### config.mk
export PLATFORM = sky130hd
export DESIGN_NAME = serial_adder
export DESIGN_NICKNAME = d
export VERILOG_FILES = /design/src/rtl/serial_adder_pkg.sv /design/src/rtl/full_adder.sv /design/src/rtl/serial_adder.sv
export SDC_FILE = /design/constraint.sdc
export NUM_CORES = 1
export LEC_CHECK = 0
export ABC_AREA = 1
export BUFFER_PORTS_ARGS = -buffer_cell sky130_fd_sc_hd__buf_2
export CAP_MARGIN = 20
export CORE_MARGIN = 2
export CORE_UTILIZATION = 30
export DETAILED_ROUTE_END_ITERATION = 16
export GPL_ROUTABILITY_DRIVEN = 0
export GPL_TIMING_DRIVEN = 0
export SYNTH_ARGS = -nofsm -noshare
export SYNTH_HDL_FRONTEND = slang
export SYNTH_HIERARCHICAL = 1
export SYNTH_SLANG_ARGS = --single-unit
### constraint.sdc
create_clock -name clk -period 1.5 [get_ports clk]
set_input_delay 0.075 -clock clk [delete_from_list [all_inputs] [get_ports clk]]
set_output_delay 0.075 -clock clk [all_outputs]
set_load 0.02 [all_outputs]
### src/rtl/serial_adder_pkg.sv
`default_nettype none
// ============================================================================
// Module      : serial_adder_pkg
// Description : Shared FSM state type and default width for serial_adder.
// Revision    : 1.0 - initial release
// ============================================================================
package serial_adder_pkg;

    localparam int c_DEFAULT_WIDTH = 8;

    typedef enum logic [1:0] {
        ST_IDLE = 2'd0,
        ST_RUN  = 2'd1,
        ST_DONE = 2'd2
    } state_t;

endpackage
`default_nettype wire

### src/rtl/full_adder.sv
`default_nettype none
// ============================================================================
// Module      : full_adder
// Description : 1-bit combinational full adder cell.
// Revision    : 1.0 - initial release
// ============================================================================
module full_adder (
    input  logic a,
    input  logic b,
    input  logic cin,
    output logic s,
    output logic cout
);

    assign s    = a ^ b ^ cin;
    assign cout = (a & b) | (a & cin) | (b & cin);

endmodule
`default_nettype wire

### src/rtl/serial_adder.sv
`default_nettype none
// ============================================================================
// Module      : serial_adder
// Description : Bit-serial adder (LSB first, one full-adder cell); optional
//               subtract mode enabled by macro SERIAL_ADDER_SUB_EN.
// Revision    : 1.0 - initial release
// ============================================================================
module serial_adder
    import serial_adder_pkg::*;
#(
    parameter int WIDTH = c_DEFAULT_WIDTH
) (
    input  logic             clk,
    input  logic             rst,
    input  logic             start,
    input  logic [WIDTH-1:0] a,
    input  logic [WIDTH-1:0] b,
`ifdef SERIAL_ADDER_SUB_EN
    input  logic             sub,
`endif
    output logic             busy,
    output logic             done,
    output logic [WIDTH-1:0] sum,
    output logic             cout
);

    localparam int c_CNT_W = $clog2(WIDTH);

    state_t             r_state;
    logic [WIDTH-1:0]   r_a;
    logic [WIDTH-1:0]   r_b;
    logic               r_sub;
    logic               r_carry;
    logic [c_CNT_W-1:0] r_cnt;

    logic w_sub;
    logic w_b_bit;
    logic w_s;
    logic w_co;

`ifdef SERIAL_ADDER_SUB_EN
    assign w_sub = sub;
`else
    assign w_sub = 1'b0;
`endif

    // Subtraction is a + ~b + 1: invert b bit-wise and seed the carry with 1.
    assign w_b_bit = r_b[0] ^ r_sub;

    full_adder u_fa (
        .a    (r_a[0]),
        .b    (w_b_bit),
        .cin  (r_carry),
        .s    (w_s),
        .cout (w_co)
    );

    // Result bits shift into the top of r_a as operand bits leave the bottom,
    // so after WIDTH steps r_a holds the complete result.
    always_ff @(posedge clk) begin
        if (rst) begin
            r_state <= ST_IDLE;
            r_a     <= '0;
            r_b     <= '0;
            r_sub   <= 1'b0;
            r_carry <= 1'b0;
            r_cnt   <= '0;
            busy    <= 1'b0;
            done    <= 1'b0;
            sum     <= '0;
            cout    <= 1'b0;
        end else begin
            done <= 1'b0;
            case (r_state)
                ST_IDLE: begin
                    if (start) begin
                        r_a     <= a;
                        r_b     <= b;
                        r_sub   <= w_sub;
                        r_carry <= w_sub;
                        r_cnt   <= '0;
                        busy    <= 1'b1;
                        r_state <= ST_RUN;
                    end
                end
                ST_RUN: begin
                    r_a     <= {w_s, r_a[WIDTH-1:1]};
                    r_b     <= {1'b0, r_b[WIDTH-1:1]};
                    r_carry <= w_co;
                    r_cnt   <= r_cnt + c_CNT_W'(1);
                    if (r_cnt == c_CNT_W'(WIDTH - 1)) begin
                        sum     <= {w_s, r_a[WIDTH-1:1]};
                        cout    <= r_sub ? ~w_co : w_co;
                        r_state <= ST_DONE;
                    end
                end
                ST_DONE: begin
                    busy    <= 1'b0;
                    done    <= 1'b1;
                    r_state <= ST_IDLE;
                end
                default: begin
                    busy    <= 1'b0;
                    r_state <= ST_IDLE;
                end
            endcase
        end
    end

endmodule
`default_nettype wire

==> impl_metrics.json, run 1 <==
{
  "outcome": "finished clean",
  "port_buffers": 28,
  "drt_iter0_markers": 72,
  "tightest_slew_ps": 293.2,
  "h-tree-depth": 2,
  "max_stage_delay_ps": 360,
  "slew_viol_final": 0,
  "grt_max_degree": 12,
  "rr_endpoint": "cout$_SDFFE_PP0P_",
  "worst-path-buf-inv": 0,
  "first_pass_iters": 4,
  "grt-ovfl-total": 0,
  "fmax_ghz": 0.7689,
  "ctsHoldBuffers": 0,
  "final_antenna_net_count": 0,
  "hold-path-endpoint": "r_cnt[1]$_SDFFE_PP0P_",
  "hold_class": "in -> reg",
  "die_h_um": 76.49,
  "cp_cell_sequence": "ha_1 > ha_1 > nand2_2 > nor2_4 > nand2_1 > nand2_1",
  "finalSetupViolCount": 0,
  "cp.required_ps": 1740,
  "synthAdderAreaFrac": 0.02857,
  "dieArea_um2": 5851,
  "final.setup.tns_ps": 0,
  "clock_sinks": 33,
  "cts_max_path_buffers": 2,
  "post-place-ws_ps": 206.2,
  "p_leak_nw": 0.9584,
  "crit_path_end_kind": "flop",
  "ys_types": 23,
  "min-delay-start": "rst",
  "post_drt_wl_per_cell_um": 10.48,
  "drc": 0,
  "fin_nets": 282,
  "synth_area_um2": 1577,
  "r2r_slack_ps": 200,
  "start_util": 0.3107,
  "yosys.area_share.simple": 0.4087,
  "grt_pass1_vias": 1329,
  "cts_tree": "done",
  "cts_resized": 0,
  "cap_violations": 0,
  "pwr_density_cell_nw_per_um2": 1015,
  "timing.rr.start": "r_cnt[0]$_SDFFE_PP0P_",
  "p_total_mw": 1.918,
  "synth.area.mux_share": 0,
  "ys_ff_latch": 33,
  "hold_viol": 0,
  "rsz0062_at_grt": "no",
  "rows": 26,
  "grt_use_total": 0.1309,
  "nFillCells": 583,
  "synth_compound_area_frac": 0.04365,
  "ys_seq_area_frac": 0.4190,
  "irDropWorstVdd_uv": 285.8,
  "antenna_found_initial": 0,
  "place.detailed.hpwl_um": 2437,
  "crit_arrival_ps": 1540,
  "skew_ps": 5.584,
  "post_cts_buffers": 0,
  "period_minus_slack_ps": 1301,
  "start_kind": "flop",
  "wl_um": 3470,
  "avgSynthCellArea_um2": 7.007,
  "root_buffer": "clkbuf_8",
  "setup_slack_ps": 199.5,
  "ioPinCount": 30,
  "syn_nets": 247,
  "fin_crit_sh": 0.8670,
  "synth_xor_area_frac": 0,
  "dieWidth_um": 76.49,
  "cp_max_fo": 10,
  "core_um2": 5075,
  "finalNonFillerCells": 331,
  "yosysWarnings": 6,
  "critPathKind": "reg -> reg",
  "slew_headroom": 0.8038,
  "layout-drive-gt1-share": 0.2375,
  "critPathSlowestCell": "dfxtp_1",
  "synth_top_family_by_area": "simple AND/OR/NAND/NOR gates",
  "grt_first_pass_wirelength_um": 6023,
  "placed_cells": 323,
  "area_growth_pct": 19.92,
  "antenna_cells": 0,
  "path_delay_family": "simple AND/OR/NAND/NOR gates",
  "vias": 1442,
  "cts_buffers": 5,
  "synthCells": 225,
  "whs_path_depth": 2,
  "clk_pin_slew_ps": 70,
  "insertion_delay_ps": 300,
  "via_per_inst": 4.356,
  "r2r_cells": 6
}
how the worst max path moves through the flow:
stage | from | end | slack, ps | depth (start not counted)
2_1_floorplan | r_a[0]$_SDFFE_PP0P_ | r_a[7]$_SDFFE_PP0P_ | 360 | 5
3_3_place_gp | r_cnt[0]$_SDFFE_PP0P_ | cout$_SDFFE_PP0P_ | 230 | 6
3_5_place_dp | r_cnt[0]$_SDFFE_PP0P_ | sum[4]$_SDFFE_PP0P_ | 210 | 6
4_1_cts | r_cnt[0]$_SDFFE_PP0P_ | sum[4]$_SDFFE_PP0P_ | 180 | 6
5_1_grt | r_cnt[0]$_SDFFE_PP0P_ | cout$_SDFFE_PP0P_ | 80 | 6
6_report | r_cnt[0]$_SDFFE_PP0P_ | cout$_SDFFE_PP0P_ | 200 | 6
registers in the layout, summed over array words and instances, names as in the netlist:
signal	flops
r_carry	1
r_a	8
r_b	8
r_state	2
cout	1
done	1
busy	1
sum	8
r_cnt	3
cells in the mapped netlist:
master	number	share of area
a21oi_1	1	0.0032
a21oi_2	4	0.022
buf_2	4	0.013
buf_4	2	0.0095
buf_6	3	0.021
buf_8	1	0.0095
clkinv_1	1	0.0024
dfxtp_1	33	0.42
fa_1	1	0.013
ha_1	2	0.016
inv_1	17	0.040
inv_4	1	0.0040
nand2_1	82	0.20
nand2_2	5	0.020
nand2_4	1	0.0071
nand3_1	25	0.079
nor2_1	33	0.079
nor2_2	2	0.0079
nor2_4	2	0.014
nor3_1	2	0.0063
o21a_1	1	0.0048
o21ai_0	1	0.0032
o21ai_4	1	0.010
where the power goes:
| part | internal [mW] | switching [mW] | total [mW] |
|---|---|---|---|
| sequential | 0.924 | 0.0337 | 0.958 |
| clock | 0.320 | 0.355 | 0.675 |
| combinational | 0.118 | 0.167 | 0.286 |
area by class of cell:
type | instances | area [um2] | area share
Buffer | 10 | 83.83 | 0.04434
Clock buffer | 5 | 68.82 | 0.03640
Clock inverter | 3 | 17.52 | 0.009265
Inverter | 19 | 73.82 | 0.03905
Multi-Input combinational cell | 163 | 758.2 | 0.4011
Sequential cell | 33 | 660.6 | 0.3494
Tap cell | 70 | 87.58 | 0.04633
Timing Repair Buffer | 28 | 140.1 | 0.07412
cells by family after synthesis:
| logic type | Yosys count |
|---|---|
| AND/OR/NAND/NOR | 152 |
| buffers and inverters | 29 |
| adder cells (fa/ha/maj) | 3 |
| flip-flops | 33 |
| AO/OA/AOI/OAI | 8 |
layout by cell type, fill, tap and decap left out, types with 3 or more instances in the layout:
cell | Yosys | layout
nor2_1 | 33 | 33
nand2_2 | 5 | 5
inv_1 | 17 | 17
buf_2 | 4 | 32
buf_6 | 3 | 3
nand2_1 | 82 | 82
a21oi_2 | 4 | 4
clkbuf_8 | 0 | 5
dfxtp_1 | 33 | 33
nand3_1 | 25 | 25
metrics by stage:
| step | hold WS [ps] | instance area, um2 | utilization |
|---|---|---|---|
| floorplan | 251.3 | 1577 | - |
| global placement | 336.0 | 1804 | 0.3555 |
| detailed placement | 338.1 | 1804 | 0.3555 |
| CTS | 20.07 | 1891 | 0.3725 |
| global route | 34.18 | 1891 | 0.3725 |
| finish | 27.37 | 1891 | 0.3725 |
per-layer routing:
metal | track usage | vias to the layer above | wire (um)
met3 | 0.02962 | 8 | 165
li1 | - | 758 | -
met1 | 0.1797 | 637 | 1722
met5 | 0 | - | 0
met4 | 0.07636 | 0 | 85
met2 | 0.1867 | 39 | 1496
worst reg2reg max path, stage by stage, from the launching register on:
cell and delay [ps]:
dfxtp_1 360, ha_1 160, ha_1 170, nand2_2 160, nor2_4 250, nand2_1 90
nand2_1 60
Power figures use the tool's default switching activity.
==> run 2: changes to the inputs <==
--- a/config.mk
+++ b/config.mk
@@ -13,6 +13,7 @@
 export DETAILED_ROUTE_END_ITERATION = 16
 export GPL_ROUTABILITY_DRIVEN = 0
 export GPL_TIMING_DRIVEN = 0
+export HOLD_SLACK_MARGIN = 0.15
 export SYNTH_ARGS = -nofsm -noshare
 export SYNTH_HDL_FRONTEND = slang
 export SYNTH_HIERARCHICAL = 1
==> impl_metrics.json, run 2 (same netlist as run 1, synthesis figures left out) <==
{
  "core_um2": 5075,
  "fin_area_um2": 2071,
  "reg_top3": "r_a: 8 flops, r_b: 8 flops, sum: 8 flops",
  "crit_path_end_kind": "flop",
  "post-place-ws_ps": 206.2,
  "area_growth_pct": 31.35,
  "post_drt_wl_per_cell_um": 10.40,
  "crit_arrival_ps": 1550,
  "critPathSlowestCell": "dfxtp_1",
  "rows": 26,
  "ioPinCount": 30,
  "multi_input_area_um2": 758.2,
  "h-tree-depth": 2,
  "p_total_mw": 1.953,
  "nFillCells": 575,
  "place.detailed.hpwl_um": 2437,
  "hold_viol": 0,
  "min-delay-start": "cout$_SDFFE_PP0P_",
  "seqCellArea_um2": 660.6,
  "fin_nets": 300,
  "grt_pass1_vias": 1468,
  "setup_slack_ps": 192.3,
  "tightest_slew_ps": 294.0,
  "grt-ovfl-total": 0,
  "dieArea_um2": 5851,
  "cap_violations": 0,
  "layout-drive-gt1-share": 0.2222,
  "p_leak_nw": 1.034,
  "first_pass_iters": 4,
  "timing.rr.start": "r_cnt[0]$_SDFFE_PP0P_",
  "antenna_cells": 0,
  "slew_viol_final": 0,
  "start_util": 0.3107,
  "dieWidth_um": 76.49,
  "outcome": "finished clean",
  "via_per_inst": 4.344,
  "grt_use_total": 0.1379,
  "final.setup.tns_ps": 0,
  "whs_path_depth": 2,
  "start_kind": "flop",
  "drc": 0,
  "rr_endpoint": "sum[4]$_SDFFE_PP0P_",
  "cts_resized": 0,
  "cts_max_path_buffers": 2,
  "rsz0062_at_grt": "no",
  "die_h_um": 76.49,
  "max_stage_delay_ps": 360,
  "critPathKind": "reg -> reg",
  "hold_class": "reg -> reg",
  "drt_iter0_markers": 96,
  "port_buffers": 28,
  "cts_buffers": 5,
  "wl_um": 3629,
  "grt_first_pass_wirelength_um": 6396,
  "grt_max_degree": 12,
  "vias": 1516,
  "hold-path-endpoint": "cout$_SDFFE_PP0P_",
  "slew_headroom": 0.8032,
  "insertion_delay_ps": 300,
  "r2r_cells": 6,
  "ctsHoldBuffers": 18,
  "placed_area_um2": 1804,
  "antenna_found_initial": 0,
  "r2r_slack_ps": 190,
  "critPathLaunch": "r_cnt[0]$_SDFFE_PP0P_",
  "fin_crit_sh": 0.8718,
  "clock_sinks": 33,
  "pwr_density_cell_nw_per_um2": 943.0,
  "skew_ps": 5.046,
  "root_buffer": "clkbuf_8",
  "period_minus_slack_ps": 1308,
  "post_cts_buffers": 0,
  "cts_tree": "done",
  "cp_cell_sequence": "ha_1 > ha_1 > nand2_2 > nor2_4 > nand2_1 > nand2_1",
  "final_antenna_net_count": 0,
  "irDropWorstVdd_uv": 287.5,
  "cp_max_fo": 10,
  "clk_pin_slew_ps": 70,
  "fin_util": 0.4080,
  "final_common_cell": "nand2_1",
  "mostFrequentLayoutCells": "nand2_1, nor2_1, dfxtp_1",
  "cp.required_ps": 1740,
  "fmax_ghz": 0.7647,
  "finalSetupViolCount": 0
}
==> run 2: per-layer routing <==
layer  global-route usage  wire length [um]  part of all wire
met1               0.1775              1790              0.49
met2               0.2097              1612              0.44
met3              0.03081               117             0.032
met4              0.08364               110             0.030
met5                    0                 0                 0
==> run 2: layout make-up <==
class,instances,area share
multi-input cells,163,0.3662
flip-flops and latches,33,0.3190
repair buffers,46,0.1547
well taps,70,0.04230
plain buffers,10,0.04048
inverters,19,0.03565
clock buffers,5,0.03323
clock inverters,3,0.008459
==> run 2: how the worst max path moves through the flow <==
stage                               end  depth (start not counted)
global route          cout$_SDFFE_PP0P_                          6
global placement      cout$_SDFFE_PP0P_                          6
detailed placement  sum[4]$_SDFFE_PP0P_                          6
floorplan           r_a[7]$_SDFFE_PP0P_                          5
CTS                 sum[4]$_SDFFE_PP0P_                          6
finish              sum[4]$_SDFFE_PP0P_                          6
==> run 2: critical path, delay by kind of cell, from the launching register on <==
kind	cells	cell delay, ps
flip-flops	1	360
adder cells (fa/ha/maj)	2	330
AND/OR/NAND/NOR	4	560
==> run 2: report_power, final <==
| group | switching [mW] | total (mW) | leakage (nW) | internal [mW] |
|---|---|---|---|---|
| logic | 0.173 | 0.322 | 0.719 | 0.149 |
| clock network | 0.352 | 0.672 | 0.0439 | 0.320 |
| registers | 0.0337 | 0.958 | 0.271 | 0.924 |
==> run 2: metrics by stage <==
step | hold slack [ps] | cells
after floorplan | 251.3 | 225
after global placement | 336.0 | 323
after detailed placement | 338.1 | 323
after CTS | 473.2 | 349
after global routing | 487.1 | 349
final | 468.0 | 349
